==> config.mk <==
export PLATFORM = sky130hd
export DESIGN_NAME = output_arbiter_flat
export DESIGN_NICKNAME = d
export VERILOG_FILES = /design/src/rtl/output_ctrl_pkg.sv /design/src/rtl/output_arbiter_if.sv /design/src/rtl/arb_rr2.sv /design/src/rtl/output_arbiter.sv /design/src/flat_wrapper.sv
export SDC_FILE = /design/constraint.sdc
export NUM_CORES = 1
export LEC_CHECK = 0
export CORE_ASPECT_RATIO = 1.75
export CORE_MARGIN = 1
export CORE_UTILIZATION = 55
export CTS_BUF_LIST = sky130_fd_sc_hd__clkbuf_4 sky130_fd_sc_hd__clkbuf_8
export CTS_CLUSTER_DIAMETER = 150
export DETAILED_ROUTE_END_ITERATION = 16
export DONT_BUFFER_PORTS = 1
export PLACE_DENSITY = 0.79
export SETUP_SLACK_MARGIN = 0.3
export SLEW_MARGIN = 20
export SYNTH_ARGS = -nofsm -noshare
export SYNTH_HDL_FRONTEND = slang
export SYNTH_SLANG_ARGS = --single-unit
==> constraint.sdc <==
create_clock -name i_SYS_CLOCK -period 4.3 [get_ports i_SYS_CLOCK]
set_input_delay 0.215 -clock i_SYS_CLOCK [delete_from_list [all_inputs] [get_ports i_SYS_CLOCK]]
set_output_delay 0.215 -clock i_SYS_CLOCK [all_outputs]
set_load 0.1 [all_outputs]
==> src/rtl/output_ctrl_pkg.sv <==
// Shared types and defaults for the display output arbiter: state encoding,
// timing defaults and the display data width.
package output_ctrl_pkg;

    localparam int DATA_W = 24;
    localparam int BUS_W  = 32;

    localparam int unsigned HOLD_CYCLES_DEF  = 32'h20000;
    localparam int unsigned CLEAR_CYCLES_DEF = 4;

    typedef enum logic [1:0] {
        ST_IDLE  = 2'd0,
        ST_HOLD  = 2'd1,
        ST_ACK   = 2'd2,
        ST_CLEAR = 2'd3
    } state_t;

    // Display bus carries the 24-bit value zero-extended to 32 bits.
    function automatic logic [BUS_W-1:0] pad_bus(input logic [DATA_W-1:0] data);
        return {{(BUS_W - DATA_W){1'b0}}, data};
    endfunction

endpackage

==> src/rtl/output_arbiter_if.sv <==
// Requester / display-side signal bundle of the output arbiter.
// master = requesters and display, slave = the arbiter itself.
interface output_arbiter_if;
    import output_ctrl_pkg::*;

    logic              i_REQ_0;
    logic [DATA_W-1:0] i_DATA_0;
    logic              o_ACK_0;
    logic              i_REQ_1;
    logic [DATA_W-1:0] i_DATA_1;
    logic              o_ACK_1;
    logic              i_CLR_REQ;
    logic [BUS_W-1:0]  o_BUS;
    logic              o_READ_BUS;
    logic              o_CLEAR_n;
    logic              o_BUSY;
    logic              o_OWNER;

    modport master (
        output i_REQ_0, i_DATA_0, i_REQ_1, i_DATA_1, i_CLR_REQ,
        input  o_ACK_0, o_ACK_1, o_BUS, o_READ_BUS, o_CLEAR_n, o_BUSY, o_OWNER
    );

    modport slave (
        input  i_REQ_0, i_DATA_0, i_REQ_1, i_DATA_1, i_CLR_REQ,
        output o_ACK_0, o_ACK_1, o_BUS, o_READ_BUS, o_CLEAR_n, o_BUSY, o_OWNER
    );

endinterface

==> src/rtl/arb_rr2.sv <==
// Two-way round-robin grant: a lone request wins outright, on contention
// the requester named by prio wins. Purely combinational, one-hot grant.
module arb_rr2 (
    input  logic [1:0] req,
    input  logic       prio,
    output logic [1:0] grant
);

    generate
        for (genvar gi = 0; gi < 2; gi++) begin : g_grant
            assign grant[gi] = req[gi] & (~req[1 - gi] | (prio == 1'(gi)));
        end
    endgenerate

endmodule

==> src/rtl/output_arbiter.sv <==
// Arbitrates two display writers and a clear strobe onto one display bus,
// holding each write for HOLD_CYCLES and each clear for CLEAR_CYCLES.
module output_arbiter
    import output_ctrl_pkg::*;
#(
    parameter int unsigned HOLD_CYCLES  = HOLD_CYCLES_DEF,
    parameter int unsigned CLEAR_CYCLES = CLEAR_CYCLES_DEF
) (
    input  logic          i_SYS_CLOCK,
    input  logic          i_RESET,
    output_arbiter_if.slave bus
);

    localparam logic [31:0] HOLD_LAST  = 32'(HOLD_CYCLES - 1);
    localparam logic [31:0] CLEAR_LAST = 32'(CLEAR_CYCLES - 1);

    state_t            state_reg;
    logic [31:0]       cnt_reg;
    logic [31:0]       cnt_next;
    logic [DATA_W-1:0] data_reg;
    logic              prio_reg;
    logic              clr_pend_reg;
    logic              owner_reg;

    logic [1:0]        req_vec;
    logic [1:0]        grant_vec;
    logic              grant_idx;
    logic [1:0]        ack_vec;

    assign req_vec   = {bus.i_REQ_1, bus.i_REQ_0};
    assign grant_idx = grant_vec[1];

    arb_rr2 u_arb (
        .req   (req_vec),
        .prio  (prio_reg),
        .grant (grant_vec)
    );

    // Saturating increment so the counter can never wrap inside a state.
    assign cnt_next = (cnt_reg == 32'hFFFF_FFFF) ? cnt_reg : cnt_reg + 32'd1;

    always_ff @(posedge i_SYS_CLOCK) begin
        if (i_RESET) begin
            state_reg    <= ST_IDLE;
            cnt_reg      <= '0;
            data_reg     <= '0;
            prio_reg     <= 1'b0;
            clr_pend_reg <= 1'b0;
            owner_reg    <= 1'b0;
        end else begin
            // Clear strobes seen while busy are remembered (collapsed) and
            // serviced at the next IDLE, so a write is never cut short.
            if (state_reg != ST_IDLE && bus.i_CLR_REQ) begin
                clr_pend_reg <= 1'b1;
            end

            case (state_reg)
                ST_IDLE: begin
                    cnt_reg <= '0;
                    if (bus.i_CLR_REQ || clr_pend_reg) begin
                        state_reg    <= ST_CLEAR;
                        clr_pend_reg <= 1'b0;
                    end else if (|grant_vec) begin
                        state_reg <= ST_HOLD;
                        owner_reg <= grant_idx;
                        prio_reg  <= ~grant_idx;
                        data_reg  <= grant_idx ? bus.i_DATA_1 : bus.i_DATA_0;
                    end
                end
                ST_HOLD: begin
                    if (cnt_reg == HOLD_LAST) begin
                        state_reg <= ST_ACK;
                        cnt_reg   <= '0;
                    end else begin
                        cnt_reg <= cnt_next;
                    end
                end
                ST_ACK: begin
                    state_reg <= ST_IDLE;
                    cnt_reg   <= '0;
                end
                ST_CLEAR: begin
                    if (cnt_reg == CLEAR_LAST) begin
                        state_reg <= ST_IDLE;
                        cnt_reg   <= '0;
                    end else begin
                        cnt_reg <= cnt_next;
                    end
                end
                default: begin
                    state_reg <= ST_IDLE;
                    cnt_reg   <= '0;
                end
            endcase
        end
    end

    generate
        for (genvar gi = 0; gi < 2; gi++) begin : g_ack
            assign ack_vec[gi] = (state_reg == ST_ACK) && (owner_reg == 1'(gi));
        end
    endgenerate

    assign bus.o_ACK_0    = ack_vec[0];
    assign bus.o_ACK_1    = ack_vec[1];
    assign bus.o_BUS      = pad_bus(data_reg);
    assign bus.o_READ_BUS = (state_reg == ST_HOLD);
    assign bus.o_CLEAR_n  = (state_reg != ST_CLEAR);
    assign bus.o_BUSY     = (state_reg != ST_IDLE);
    assign bus.o_OWNER    = owner_reg;

endmodule
==> src/flat_wrapper.sv <==
// flat-port wrapper written by rule: the top's interface ports become plain ports
module output_arbiter_flat import output_ctrl_pkg::*;
#(
    parameter int unsigned HOLD_CYCLES  = HOLD_CYCLES_DEF,
    parameter int unsigned CLEAR_CYCLES = CLEAR_CYCLES_DEF
)
  (i_SYS_CLOCK, i_RESET, bus_i_REQ_0, bus_i_DATA_0, bus_i_REQ_1, bus_i_DATA_1, bus_i_CLR_REQ, bus_o_ACK_0, bus_o_ACK_1, bus_o_BUS, bus_o_READ_BUS, bus_o_CLEAR_n, bus_o_BUSY, bus_o_OWNER);
  output_arbiter_if bus_i ();
  input  logic i_SYS_CLOCK;
  input  logic i_RESET;
  input wire logic [$bits(bus_i.i_REQ_0)-1:0] bus_i_REQ_0;
  input wire logic [$bits(bus_i.i_DATA_0)-1:0] bus_i_DATA_0;
  input wire logic [$bits(bus_i.i_REQ_1)-1:0] bus_i_REQ_1;
  input wire logic [$bits(bus_i.i_DATA_1)-1:0] bus_i_DATA_1;
  input wire logic [$bits(bus_i.i_CLR_REQ)-1:0] bus_i_CLR_REQ;
  output wire logic [$bits(bus_i.o_ACK_0)-1:0] bus_o_ACK_0;
  output wire logic [$bits(bus_i.o_ACK_1)-1:0] bus_o_ACK_1;
  output wire logic [$bits(bus_i.o_BUS)-1:0] bus_o_BUS;
  output wire logic [$bits(bus_i.o_READ_BUS)-1:0] bus_o_READ_BUS;
  output wire logic [$bits(bus_i.o_CLEAR_n)-1:0] bus_o_CLEAR_n;
  output wire logic [$bits(bus_i.o_BUSY)-1:0] bus_o_BUSY;
  output wire logic [$bits(bus_i.o_OWNER)-1:0] bus_o_OWNER;
  assign bus_i.i_REQ_0 = bus_i_REQ_0;
  assign bus_i.i_DATA_0 = bus_i_DATA_0;
  assign bus_i.i_REQ_1 = bus_i_REQ_1;
  assign bus_i.i_DATA_1 = bus_i_DATA_1;
  assign bus_i.i_CLR_REQ = bus_i_CLR_REQ;
  assign bus_o_ACK_0 = bus_i.o_ACK_0;
  assign bus_o_ACK_1 = bus_i.o_ACK_1;
  assign bus_o_BUS = bus_i.o_BUS;
  assign bus_o_READ_BUS = bus_i.o_READ_BUS;
  assign bus_o_CLEAR_n = bus_i.o_CLEAR_n;
  assign bus_o_BUSY = bus_i.o_BUSY;
  assign bus_o_OWNER = bus_i.o_OWNER;
  output_arbiter #(.HOLD_CYCLES(HOLD_CYCLES), .CLEAR_CYCLES(CLEAR_CYCLES)) u_core (.i_SYS_CLOCK(i_SYS_CLOCK), .i_RESET(i_RESET), .bus(bus_i));
endmodule
* After elaboration in Yosys (flattened, before gate mapping)
Index checks and enable logic that the tools add are counted.
** Operators by class
- Equal/unequal tests :: 10
- Reduce and logical (&&, ||, !) cells :: 10
- Bitwise logic cells :: 10
- Multiplexer cells :: 13
- $add $sub $neg :: 1
** Operators by type and width (count)
- 2-to-1 mux 32 bit :: 3
- one-hot mux 32 bit (3 select lines) :: 1
- adder 32 x 1 -> 32 bit, second input constant :: 1
- == test 32 x 17 -> 1 bit, second input constant :: 1
- == test 32 x 2 -> 1 bit, second input constant :: 1
- == test 32 bit, second input constant :: 1
- 2-to-1 mux 24 bit :: 1
- 2-to-1 mux 2 bit :: 4
- one-hot mux 2 bit (4 select lines) :: 1
- inverter 1 bit :: 6
- AND reduction 3 bit :: 2
- == test 2 bit, second input constant :: 2
- != test 2 x 1 -> 1 bit, second input constant :: 2
- OR reduction 2 bit :: 2
- logical AND 1 bit :: 3
- 2-to-1 mux 1 bit :: 3
- != test 3 x 1 -> 1 bit, second input constant :: 1
- AND 1 bit :: 2
- == test 2 x 1 -> 1 bit, second input constant :: 1
- logical NOT 2 bit :: 1
- != test 2 bit, second input constant :: 1
- OR 1 bit :: 2
- nonzero test 2 bit :: 1
- logical OR 1 bit :: 1
** Word-level totals
- Output and inout bits :: 38
- Bits in registers :: 61
- Word-level logic and storage cells :: 50
- Input port bits :: 53

* Longest topological paths before layout
- Word-level depth :: 7
- Gate-level depth with buffers :: 9
- Depth with buffers taken out :: 7

* Modules after synthesis
A second synthesis with hierarchy kept.
** Second synthesis, totals
- Cell total of the unflattened synthesis :: 440
- Area total of the unflattened synthesis :: 3348.2 um^2
** By module, submodules not included
- output_arbiter :: sequential area each 1221.2 um^2, cells an instance 437, area an instance 3329.4 um^2, times used 1
- arb_rr2 :: sequential area each 0.0 um^2, cells an instance 3, area an instance 18.8 um^2, times used 1

* Worst setup path after synthesis
Ideal clock, no wire load.
- Kind :: register -> output
- From :: register u_core.owner_reg, in the netlist u_core.bus.o_OWNER
- To :: output port bus_o_ACK_0
- Cell stages (with the launch flop) :: 2
- Path slack :: 1.090 ns
- Path buffers :: 0
- Data required time :: 4.085 ns
- Arrival time :: 2.995 ns
- Cells stage by stage :: dfxtp_1 nor3b_1
** Between the ends
- Longest elaborated chain between the ends :: 2
** Ends and longest elaborated chain
- start, declared :: line output_arbiter.sv:23 : logic owner_reg;
- start signal, assigned :: line output_arbiter.sv:65 : owner_reg <= grant_idx;
- inverter 1 bit :: line output_arbiter.sv:100 : assign ack_vec[gi] = (state_reg == ST_ACK) && (owner_reg == 1'(gi));
- logical AND 1 bit :: line output_arbiter.sv:100
- end, declared :: line flat_wrapper.sv:16 : output wire logic [$bits(bus_i.o_ACK_0)-1:0] bus_o_ACK_0;
Every way passes these cells.

* Worst setup path after layout
- From :: register u_core.state_reg[0]
- To :: register u_core.data_reg[21]
** Between the ends
- Longest elaborated chain between the ends :: 2
** Ends and longest elaborated chain
- start, declared :: line output_arbiter.sv:17 : state_t state_reg;
- start signal, assigned :: line output_arbiter.sv:44 : state_reg <= ST_IDLE;
- start signal, assigned :: line output_arbiter.sv:61 : state_reg <= ST_CLEAR;
- start signal, assigned :: line output_arbiter.sv:64 : state_reg <= ST_HOLD;
- logical NOT 2 bit :: line output_arbiter.sv:57 : case (state_reg)
- AND reduction 3 bit (no line)
- end signal, assigned :: line output_arbiter.sv:67 : data_reg <= grant_idx ? bus.i_DATA_1 : bus.i_DATA_0;
- end, declared :: line output_arbiter.sv:20 : logic [DATA_W-1:0] data_reg;
Every way passes these cells.
A chain may end at the register's enable or synchronous reset.

==> impl_summary.log <==
[metrics] flip-flop count of the largest register, all copies and words added: 32
[metrics] Power Density: 491 nW/um^2
[metrics] clock-pin slew on the worst setup and hold paths: 70 ps
[metrics] Die Outline Area: 5520 sq um
[metrics] Logic pwr share: 12.5%
[metrics] Top-Level Pins: 91
[metrics] Pre-antenna DRT Iters: 4
[metrics] maximum number of pins on one net before global-route repair: 33
[metrics] Layout Utilization: 62.5%
[metrics] post-layout net count: 382
[metrics] post-synthesis register bit count: 61
[metrics] Worst Tran Pin Value: 1070 ps
[metrics] vias per std cell: 6.07
[metrics] synth unique cells: 47
[metrics] Bufs on Longest Clock Path: 2
[metrics] share of total power consumed by net switching: 34.1%
[metrics] leakage power of the design: 1.01 nW
[metrics] Post-synth EDFFs: 0
[metrics] top cells by area, synth: sky130_fd_sc_hd__dfxtp_1, sky130_fd_sc_hd__xnor2_1, sky130_fd_sc_hd__a22oi_1, sky130_fd_sc_hd__nor2_1, sky130_fd_sc_hd__nand2_1
[metrics] CTS tree: built
[metrics] unrepaired setup endpoints after global routing: false
[metrics] count of antenna-violating nets left after detailed routing: 0
[metrics] capture instance of the worst register-to-register path: u_core.data_reg[21]
[metrics] Synth Flop Type: sky130_fd_sc_hd__dfxtp_1
[metrics] Int Pwr: 0.00101 W
[metrics] number of design-rule violations left by the first detailed-router iteration: 73
[metrics] starting density of the core: 57.6%
[metrics] maximum vdd ir drop: 0.458 mV
[metrics] post-synthesis to final-layout area growth: 8.60%
[metrics] final period utilization: 57.6%
[metrics] Worst Setup End Kind: register
[metrics] # Post-CTS Setup Buffers: 0
[metrics] wire length of the first global-routing pass: 9.67 mm
[metrics] clock root buffer: sky130_fd_sc_hd__clkbuf_8
[metrics] fraction of layout instances using a drive strength above 1: 10.8%
[metrics] sequential cell area fraction in the yosys report: 42.6%
[metrics] Overflow after GRT: 0
[metrics] final setup TNS: 0 ps
[metrics] most frequent cells in the layout: sky130_fd_sc_hd__dfxtp_1, sky130_fd_sc_hd__nor2_1, sky130_fd_sc_hd__nand2_1
[metrics] total of cells resized after clock tree synthesis: 0
[metrics] Filler Cells Inserted: 425
[metrics] Placeable Area: 4980 sq um
[metrics] total power after layout: 0.00153 W
[metrics] Post-DP HPWL: 4.17 mm
[metrics] Synthesis Warnings: 0
[metrics] switching component of the power: 0.000521 W
[metrics] fraction of registers with async set or reset after synthesis: 0%
[metrics] final setup fails: 0
[metrics] number of stages on the worst hold path: 2
[metrics] library cell occupying the most area in the post-synthesis netlist: sky130_fd_sc_hd__dfxtp_1
[metrics] Residual DRC: 0
[metrics] synthesized area divided by synthesized cell count: 8.69 sq um
[metrics] outcome: complete, no violations
[metrics] Worst R2R Setup Slack: 1820 ps
[metrics] Max Slew Vio Count: 0
[metrics] Port Buf Inserts: 0
[metrics] wire length reported by the detailed router: 5.82 mm
[metrics] worst max-slew margin expressed relative to the limit: 28.7%
[metrics] worst hold-check path type: input pin to register
[metrics] type of the setup path with the least slack: register to register
[metrics] post-layout minimum cycle time: 2480 ps
[metrics] count of inserted antenna diode cells: 0
[metrics] launch instance of the worst min-delay path: bus_i_CLR_REQ
[metrics] share of total power in sequential cells: 49.0%
[metrics] final hold violation count: 0
[metrics] cells on worst reg2reg path: 7
[metrics] area of the mapped netlist: 2870 sq um
[metrics] source of the worst register-to-register timing path: u_core.state_reg[0]
[metrics] largest fanout on the critical path: 16
[metrics] kind of start point of the critical path: register
[metrics] data required time of the critical path: 4560 ps
[metrics] Achievable Freq: 0.404 GHz
[metrics] post-synthesis instance total: 330
[metrics] vertical die dimension: 97.5 microns
[metrics] Clk network pwr share: 38.4%
[metrics] clock latency of the later-clocked register in the worst-skew pair: 340 ps
[metrics] clock buffers created by TritonCTS: 9
[metrics] H-tree levels: 3
[metrics] most frequent standard cell in the layout excluding fill and tap cells: sky130_fd_sc_hd__dfxtp_1
[metrics] gp weighted congestion: 0.832
[metrics] arrival time worst endpoint: 2740 ps
[metrics] average wire per cell in the routed design: 15.1 microns
[metrics] overall via count from detail_route: 2344
[metrics] max-cap viol count: 0
[metrics] Row Count: 34
[metrics] combined global-route utilization of all metal layers: 22.4%
[metrics] worst hold path endpoint: u_core.clr_pend_reg
[metrics] worst clock skew: 6.70 ps
[metrics] via count of the first global-routing pass: 2269
[metrics] width of the die: 56.6 microns
[metrics] antenna violations before repair: 0
[metrics] portion of synthesized cell area occupied by the leading cell type: 42.6%
[metrics] clock sink total: 61
[metal layers]
metal  track usage, %  wire (microns)  up-vias
met3             7.46             385       18
met1             22.6            2190     1091
met2             38.8            3050       86
li1                 -               -     1149
met4             12.8             194        0
met5                0               0        -
[synthesized netlist by cell type, types with 2 or more instances]
cell type / number
sky130_fd_sc_hd__nand4_1: 9
sky130_fd_sc_hd__a22oi_1: 24
sky130_fd_sc_hd__nand3_1: 9
sky130_fd_sc_hd__xnor2_1: 21
sky130_fd_sc_hd__buf_4: 8
sky130_fd_sc_hd__o21ai_0: 2
sky130_fd_sc_hd__clkbuf_1: 3
sky130_fd_sc_hd__and3_1: 8
sky130_fd_sc_hd__and4_1: 5
sky130_fd_sc_hd__and2_1: 2
sky130_fd_sc_hd__nor4_1: 6
sky130_fd_sc_hd__xor2_1: 9
sky130_fd_sc_hd__nor2_1: 44
sky130_fd_sc_hd__nor3_2: 3
sky130_fd_sc_hd__nand2_1: 39
sky130_fd_sc_hd__or3_1: 2
sky130_fd_sc_hd__buf_2: 13
sky130_fd_sc_hd__a21oi_1: 25
sky130_fd_sc_hd__nor3_1: 10
sky130_fd_sc_hd__dfxtp_1: 61
[what timing repair did]
item,4_1_cts,5_1_grt
hold endpoints to repair,29,0
setup endpoints to repair,0,0
hold buffers,1,0
[how the worst max path moves through the flow]
| stage | from | end | slack [ps] | cells past startpoint |
|---|---|---|---|---|
| finish | u_core.state_reg[0] | u_core.data_reg[21] | 1820 | 7 |
| global route | u_core.state_reg[1] | u_core.data_reg[20] | 1590 | 7 |
| detailed placement | u_core.state_reg[0] | u_core.data_reg[21] | 1850 | 7 |
| global placement | u_core.cnt_reg[0] | u_core.cnt_reg[24] | 1940 | 7 |
| CTS | u_core.state_reg[1] | u_core.data_reg[21] | 1830 | 7 |
| floorplan | u_core.bus.o_OWNER | bus_o_ACK_0 | 1090 | 1 |
[stage by stage]
| step | std cells | instance area [sq um] | worst slack [ps] | hold WS [ps] |
|---|---|---|---|---|
| 2_1_floorplan | 337 | 2890 | 1090 | 367 |
| 6_report | 386 | 3110 | 1820 | 38.8 |
| 4_1_cts | 386 | 3110 | 1830 | 32.2 |
| 3_5_place_dp | 370 | 2870 | 1850 | 282 |
| 5_1_grt | 386 | 3110 | 1590 | 50.0 |
| 3_3_place_gp | 370 | 2870 | 1940 | 281 |
[power groups by stage]
stage | sequential [W] | clock (W) | combinational (W)
after floorplan | 0.000757 | 0 | 0.000173
after global placement | 0.000761 | 0 | 0.000184
after detailed placement | 0.000762 | 0 | 0.000187
after CTS | 0.000750 | 0.000598 | 0.000192
after global routing | 0.000753 | 0.000620 | 0.000205
final | 0.000750 | 0.000588 | 0.000191
[layout make-up]
type	count	area, sq um	share of cell area [%]
Tap cell	54	67.6	2.17
Clock buffer	12	165	5.31
Sequential cell	61	1220	39.2
Timing Repair Buffer	6	65.1	2.09
Multi-Input combinational cell	250	1530	49.0
Clock inverter	3	67.6	2.17
[cell families after synthesis]
logic type | synth area share (%)
buffers and inverters | 5.32
muxes | 0.349
xor gates and xnor gates | 9.17
adders and majority gates | 0.436
AOI/OAI and AO/OA | 14.5
and+or+nand+nor | 27.5
DFF | 42.6
other | 0.131
[critical path: stages (launching register included)]
cell                      delay, ps
sky130_fd_sc_hd__dfxtp_1        490
sky130_fd_sc_hd__or2_2          550
sky130_fd_sc_hd__nor3_2         130
sky130_fd_sc_hd__and3_1         200
sky130_fd_sc_hd__nor2_1         460
sky130_fd_sc_hd__buf_4          310
sky130_fd_sc_hd__nand2_1         70
sky130_fd_sc_hd__a21oi_1        180
(Power assumes the default switching activity.)
